File: src/rtl/fwd_pkg.sv
// Shared types and defaults for the operand-forwarding / scoreboard block.
package fwd_pkg;

    typedef enum logic [2:0] {
        FWD_RF      = 3'd0,
        FWD_EX      = 3'd1,
        FWD_MM_ALU  = 3'd2,
        FWD_MM_LOAD = 3'd3,
        FWD_WB      = 3'd4,
        FWD_LU      = 3'd5
    } fwd_src_e;

    localparam int unsigned FWD_DATA_WIDTH = 32;
    localparam int unsigned FWD_REG_NUM    = 32;

endpackage

File: src/rtl/fwd_port_sel.sv
// One source-read port: newest-producer priority match and operand mux.
module fwd_port_sel
    import fwd_pkg::*;
#(
    parameter int unsigned DATA_WIDTH = FWD_DATA_WIDTH,
    parameter int unsigned RW         = 5
) (
    input  logic [RW-1:0]         rs_addr,
    input  logic [DATA_WIDTH-1:0] rf_data,
    input  logic                  ex_wr_en,
    input  logic                  ex_is_load,
    input  logic [RW-1:0]         ex_rd,
    input  logic [DATA_WIDTH-1:0] ex_data,
    input  logic                  mm_wr_en,
    input  logic                  mm_is_load,
    input  logic [RW-1:0]         mm_rd,
    input  logic [DATA_WIDTH-1:0] mm_alu,
    input  logic [DATA_WIDTH-1:0] mm_mem,
    input  logic                  wb_wr_en,
    input  logic [RW-1:0]         wb_rd,
    input  logic [DATA_WIDTH-1:0] wb_data,
    input  logic                  lu_done,
    input  logic [RW-1:0]         lu_done_rd,
    input  logic [DATA_WIDTH-1:0] lu_data,
    output logic [DATA_WIDTH-1:0] fwd_data,
    output fwd_src_e              fwd_src,
    output logic                  load_use
);

    always_comb begin
        fwd_data = '0;
        fwd_src  = FWD_RF;
        load_use = 1'b0;
        // x0 is hardwired to zero regardless of any producer or rf_data.
        if (rs_addr != '0) begin
            if (ex_wr_en && (ex_rd == rs_addr)) begin
                // A load in EX has no data yet; the consumer is stalled.
                fwd_data = ex_data;
                fwd_src  = FWD_EX;
                load_use = ex_is_load;
            end else if (mm_wr_en && (mm_rd == rs_addr)) begin
                if (mm_is_load) begin
                    fwd_data = mm_mem;
                    fwd_src  = FWD_MM_LOAD;
                end else begin
                    fwd_data = mm_alu;
                    fwd_src  = FWD_MM_ALU;
                end
            end else if (wb_wr_en && (wb_rd == rs_addr)) begin
                fwd_data = wb_data;
                fwd_src  = FWD_WB;
            end else if (lu_done && (lu_done_rd == rs_addr)) begin
                fwd_data = lu_data;
                fwd_src  = FWD_LU;
            end else begin
                fwd_data = rf_data;
                fwd_src  = FWD_RF;
            end
        end
    end

endmodule

File: src/rtl/fwd_scoreboard.sv
// Decode-stage forwarding unit with long-latency scoreboard, stall generation
// and a saturating stall-cycle counter.
module fwd_scoreboard
    import fwd_pkg::*;
#(
    parameter int unsigned DATA_WIDTH = FWD_DATA_WIDTH,
    parameter int unsigned REG_NUM    = FWD_REG_NUM,
    parameter int unsigned NUM_RS     = 2,
    parameter int unsigned CNT_WIDTH  = 32,
    parameter int unsigned RW         = $clog2(REG_NUM)
) (
    input  logic                                 clk,
    input  logic                                 rst,
    input  logic [NUM_RS-1:0]                    rs_used,
    input  logic [NUM_RS-1:0][RW-1:0]            rs_addr,
    input  logic [NUM_RS-1:0][DATA_WIDTH-1:0]    rf_data,
    input  logic                                 ex_wr_en,
    input  logic                                 ex_is_load,
    input  logic [RW-1:0]                        ex_rd,
    input  logic [DATA_WIDTH-1:0]                ex_data,
    input  logic                                 mm_wr_en,
    input  logic                                 mm_is_load,
    input  logic [RW-1:0]                        mm_rd,
    input  logic [DATA_WIDTH-1:0]                mm_alu,
    input  logic [DATA_WIDTH-1:0]                mm_mem,
    input  logic                                 wb_wr_en,
    input  logic [RW-1:0]                        wb_rd,
    input  logic [DATA_WIDTH-1:0]                wb_data,
    input  logic                                 lu_issue,
    input  logic [RW-1:0]                        lu_issue_rd,
    input  logic                                 lu_done,
    input  logic [RW-1:0]                        lu_done_rd,
    input  logic [DATA_WIDTH-1:0]                lu_data,
    input  logic                                 flush,
    output logic [NUM_RS-1:0][DATA_WIDTH-1:0]    fwd_data,
    output logic [NUM_RS-1:0][2:0]               fwd_src,
    output logic                                 stall,
    output logic [REG_NUM-1:0]                   sb_busy,
    output logic [CNT_WIDTH-1:0]                 stall_count
);

    logic [REG_NUM-1:0]   sb_q, sb_d;
    logic [CNT_WIDTH-1:0] cnt_q;
    logic [NUM_RS-1:0]    load_use;
    logic [NUM_RS-1:0]    sb_hit;
    logic                 waw_hit;

    for (genvar gi = 0; gi < NUM_RS; gi++) begin : g_port
        fwd_src_e port_src;

        fwd_port_sel #(
            .DATA_WIDTH(DATA_WIDTH),
            .RW        (RW)
        ) u_port_sel (
            .rs_addr   (rs_addr[gi]),
            .rf_data   (rf_data[gi]),
            .ex_wr_en  (ex_wr_en),
            .ex_is_load(ex_is_load),
            .ex_rd     (ex_rd),
            .ex_data   (ex_data),
            .mm_wr_en  (mm_wr_en),
            .mm_is_load(mm_is_load),
            .mm_rd     (mm_rd),
            .mm_alu    (mm_alu),
            .mm_mem    (mm_mem),
            .wb_wr_en  (wb_wr_en),
            .wb_rd     (wb_rd),
            .wb_data   (wb_data),
            .lu_done   (lu_done),
            .lu_done_rd(lu_done_rd),
            .lu_data   (lu_data),
            .fwd_data  (fwd_data[gi]),
            .fwd_src   (port_src),
            .load_use  (load_use[gi])
        );

        assign fwd_src[gi] = port_src;
    end

    // A result completing this cycle is forwarded, so it never stalls a reader
    // nor blocks a re-issue to the same register.
    always_comb begin
        sb_hit = '0;
        for (int unsigned i = 0; i < NUM_RS; i++) begin
            sb_hit[i] = rs_used[i] && sb_q[rs_addr[i]] &&
                        !(lu_done && (lu_done_rd == rs_addr[i]));
        end
        waw_hit = lu_issue && sb_q[lu_issue_rd] && !(lu_done && (lu_done_rd == lu_issue_rd));
    end

    assign stall = (|(load_use & rs_used)) | (!rst && ((|sb_hit) || waw_hit));

    always_comb begin
        sb_d = sb_q;
        if (flush) begin
            sb_d = '0;
        end else begin
            if (lu_done) begin
                sb_d[lu_done_rd] = 1'b0;
            end
            if (lu_issue && !stall && (lu_issue_rd != '0)) begin
                sb_d[lu_issue_rd] = 1'b1;
            end
        end
    end

    always_ff @(posedge clk or posedge rst) begin
        if (rst) begin
            sb_q  <= '0;
            cnt_q <= '0;
        end else begin
            sb_q <= sb_d;
            if (stall && (cnt_q != {CNT_WIDTH{1'b1}})) begin
                cnt_q <= cnt_q + 1'b1;
            end
        end
    end

    assign sb_busy     = sb_q;
    assign stall_count = cnt_q;

endmodule

File: config.mk
export PLATFORM = sky130hd
export DESIGN_NAME = fwd_scoreboard
export DESIGN_NICKNAME = d
export VERILOG_FILES = /design/src/rtl/fwd_pkg.sv /design/src/rtl/fwd_port_sel.sv /design/src/rtl/fwd_scoreboard.sv
export SDC_FILE = /design/constraint.sdc
export NUM_CORES = 1
export LEC_CHECK = 0
export BUFFER_PORTS_ARGS = -buffer_cell sky130_fd_sc_hd__buf_2
export CORE_MARGIN = 10
export CORE_UTILIZATION = 35
export CTS_CLUSTER_DIAMETER = 60
export DETAILED_ROUTE_END_ITERATION = 12
export PLACE_DENSITY_LB_ADDON = 0.15
export SETUP_SLACK_MARGIN = 0.02
export SYNTH_ARGS = -nofsm -noshare
export SYNTH_HDL_FRONTEND = slang
export SYNTH_SLANG_ARGS = --single-unit
File: constraint.sdc
create_clock -name clk -period 6.16 [get_ports clk]
set_input_delay 0.924 -clock clk [delete_from_list [all_inputs] [get_ports clk]]
set_output_delay 0.924 -clock clk [all_outputs]
set_load 0.05 [all_outputs]
==> metrics <==
FFs w/ async S/R, synth between 90% and 100%; post-CTS clock slew at the launch and capture registers of the worst setup and hold paths 0.06 ns; CTS tree done; final number of max-transition violations 0; number of fillers in the final layout 2253; clock latency on the worst-skew pair between 0.3 and 0.4 ns; height of the die between 150 and 200 µm; category of the worst setup path capture point primary output; hold wc startpoint stall_count[27]$_DFFE_PP0P_; initial cell density of the core 35.4%; dominant synthesized flop cell dfrtp_1; DP Area 9840 µm²; maximum number of buffers from clock root to sink 2; post-synthesis net count between 1000 and 1500; H-tree levels 3; number of synthesized flops with an enable pin 0; RSZ-0062 raised after global routing no; worst vdd ir ~0.33 mV; cts-stage hold buffer count 0; Clock Sinks 64; overall power 0.00178 W; Setup Total Neg Slack 0 ns; Tot GR Track Use 24.1%; synth-to-layout area growth 33.2%; aggregate global routing overflow 0; total setup violations reported at the end of the flow 0; start of the worst register-to-register path stall_count[9]$_DFFE_PP0P_; 1st-pass router iterations 5; final worst path period need 4.70 ns; number of buffers added on ports roughly 400; post-route insts no fill approximately 1600; WL final ~36 mm; CTS buffer count 9; max capacitance violation total 0; post-synth design cell area a little under 8000 µm²; Final Instance Area roughly 10000 µm²; cell chosen for the clock root clkbuf_16; Max Clk Rate around 210 MHz; nets@finish between 1500 and 2000; Yosys Warn Count 0; Worst Slack Setup Final between 1 and 1.5 ns; largest net degree at the start of global routing 65; worst setup timing slack at the placement stage approximately 1.5 ns; leakage 4.73 nW; final HPWL from detailed placement between 20 and 30 mm; synthesized flop and latch total 64; num ports 406; maximum fanout encountered on the critical timing path 40; worst relative slew slack roughly 28%; number of different library cells in the post-synthesis netlist 54; worst-case clock skew 0.00682 ns; timing startpoint of the critical path rs_addr[2]; post-DR wirelength/cell between 20 and 25 µm; arrival time at the worst endpoint between 3 and 4 ns; width of the chip roughly 170 µm; Post-CTS Setup Inserts 0; Critical Path RT 5.24 ns; vias in the first global route about 9000; standard cell core area ~22000 µm²; CTS-repair resized insts 0; outcome finished, final reports clean; total vias in the final route approximately 9100; total power per unit cell area 174 nW/µm²; remaining design rule violation count 0; pin slew with the least headroom to its limit 1.08 ns; remaining antenna violation count after routing 0; count of standard-cell rows between 50 and 60; Mapped Cells ~990; final critical-path share of the clock period between 70 and 80%; routability congestion estimate from global placement slightly above 0.9; mean instance size in the synthesized netlist slightly below 8 µm²; type of the most critical hold path flip-flop to flip-flop; sequential element share of the synthesized area 20.8%; number of antenna violations at the first check in global routing 14; fraction of final layout cells sized beyond drive strength 1 a little under two fifths; CP Launch Type input pin; DRC violation total after the first TritonRoute iteration 705; r2r setup slk ~3.2 ns; area of the die 28300 µm²; final hold violation count 0; Setup Crit Path Kind input pin to primary output; instance count after placement with tap cells included 1598; global-route wire length before repair approximately 54 mm; vias per std cell about 5.6
==> metal layers <==
metal	share of wire, %	global-route usage [%]	wire length [µm]	up-vias
met3	7.7	4.89	2790	57
met2	50	41.9	18100	397
met4	3.0	8.82	1090	0
li1	-	-	-	4349
met1	40	28.7	14400	4256
met5	0	0	0	-
==> cell usage after synthesis (2+ instances only) <==
cell / n / share of area (%)
or3_1: 7 / 0.57
buf_1: 5 / 0.24
nor4_1: 23 / 1.9
a22oi_1: 5 / 0.49
nand2b_1: 2 / 0.16
nor2b_1: 26 / 2.1
a21oi_1: 69 / 4.5
o21ai_0: 47 / 3.1
clkbuf_1: 67 / 3.3
nand3_1: 22 / 1.4
a211oi_1: 129 / 13
nor3_1: 13 / 0.85
xnor2_1: 16 / 1.8
xor2_1: 60 / 6.8
buf_2: 21 / 1.4
nand4_1: 6 / 0.49
inv_1: 11 / 0.54
mux2_2: 34 / 5.0
mux2i_1: 85 / 11
and3_1: 10 / 0.81
or2_2: 2 / 0.16
nand3b_1: 22 / 2.1
nor2_1: 147 / 7.2
nand4b_1: 3 / 0.34
dfrtp_1: 64 / 21
nand2_1: 44 / 2.1
o21ai_1: 2 / 0.13
a31oi_1: 4 / 0.33
nor3b_1: 8 / 0.78
a311oi_1: 3 / 0.34
mux4_2: 12 / 3.5
==> registers in the layout, summed over array words and instances, names as in the netlist <==
name         flops
sb_busy         32
stall_count     32
==> cell type report <==
type                       instances  area [µm²]  share of cell area (%)
clock inverter                     6         114                    1.11
multi-input combinational        821        5670                    55.4
clock buffer                      10         239                    2.34
antenna                           15        37.5                   0.367
inverter                          11        41.3                   0.404
timing repair buffer             422        2180                    21.3
sequential                        64        1600                    15.7
tap                              280         350                    3.42
==> cell usage in the layout, fill, tap and decap left out, types with 3 or more instances in the layout <==
cell type | Yosys | final
dfrtp_1 | 64 | 64
inv_1 | 11 | 10
nand4b_1 | 3 | 3
mux2_2 | 34 | 34
o21ai_0 | 47 | 47
bufinv_16 | 0 | 3
nand4_1 | 6 | 6
xor2_1 | 60 | 60
a31oi_1 | 4 | 4
xnor2_1 | 16 | 16
or3_1 | 7 | 7
clkbuf_16 | 0 | 9
and3_2 | 0 | 4
nor4_1 | 23 | 23
nor3_1 | 13 | 12
nand3_1 | 22 | 18
nor3b_1 | 8 | 8
mux2i_1 | 85 | 85
nor2b_1 | 26 | 26
mux4_2 | 12 | 12
a21oi_1 | 69 | 69
diode_2 | 0 | 15
and3_1 | 10 | 6
a311oi_1 | 3 | 3
buf_2 | 21 | 405
a211oi_1 | 129 | 129
nand2_1 | 44 | 44
nor2_1 | 147 | 147
nand3b_1 | 22 | 22
a22oi_1 | 5 | 5
nand3_2 | 1 | 5
buf_4 | 1 | 15
==> logic make-up (layout without fill, tap and decap cells) <==
| kind of cell | Yosys count | in the layout | synth area share [%] |
|---|---|---|---|
| and+or+nand+nor | 342 | 342 | 21.9 |
| AOI/OAI and AO/OA | 270 | 270 | 22.8 |
| muxes | 132 | 132 | 19.7 |
| buffers and inverters | 107 | 449 | 5.86 |
| xor gates and xnor gates | 76 | 76 | 8.66 |
| DFF | 64 | 64 | 20.8 |
| adders and majority gates | 1 | 1 | 0.163 |
| other | 0 | 15 | 0 |
==> worst paths after layout <==
kind | end | cells past startpoint
worst max-delay path | fwd_data[15] | 9
worst min-delay path | stall_count[27]$_DFFE_PP0P_ | 1
worst max register to register | stall_count[29]$_DFFE_PP0P_ | 9
worst min register to register | stall_count[27]$_DFFE_PP0P_ | 1
max in group asynchronous | sb_busy[0]$_DFF_PP0_ | 3
min in group asynchronous | sb_busy[6]$_DFF_PP0_ | 3
==> through the flow <==
stage | hold slack, ns | util [%]
after floorplan | 0.787 | -
after global placement | 0.470 | 45.4
after detailed placement | 0.479 | 45.4
after CTS | 0.488 | 47.0
after global routing | 0.497 | 47.2
final | 0.482 | 47.2
==> worst max-delay path, stage by stage <==
cell      delay [ns]
buf_2           0.19
xor2_1          0.17
nor4_1          0.37
nand3_2         0.73
buf_4           0.47
a211oi_1        0.23
a21oi_1         0.08
a211oi_1        0.28
buf_2           0.31
==> power by group <==
part / leakage, nW / total (W) / internal [W] / switching [W]
sequential: 0.858 / 0.000466 / 0.000439 / 0.0000272
clock: 0.165 / 0.000605 / 0.000407 / 0.000198
combinational: 3.71 / 0.000707 / 0.000232 / 0.000475
total: 4.73 / 0.00178 / 0.00108 / 0.000700
(Power assumes the default switching activity.)
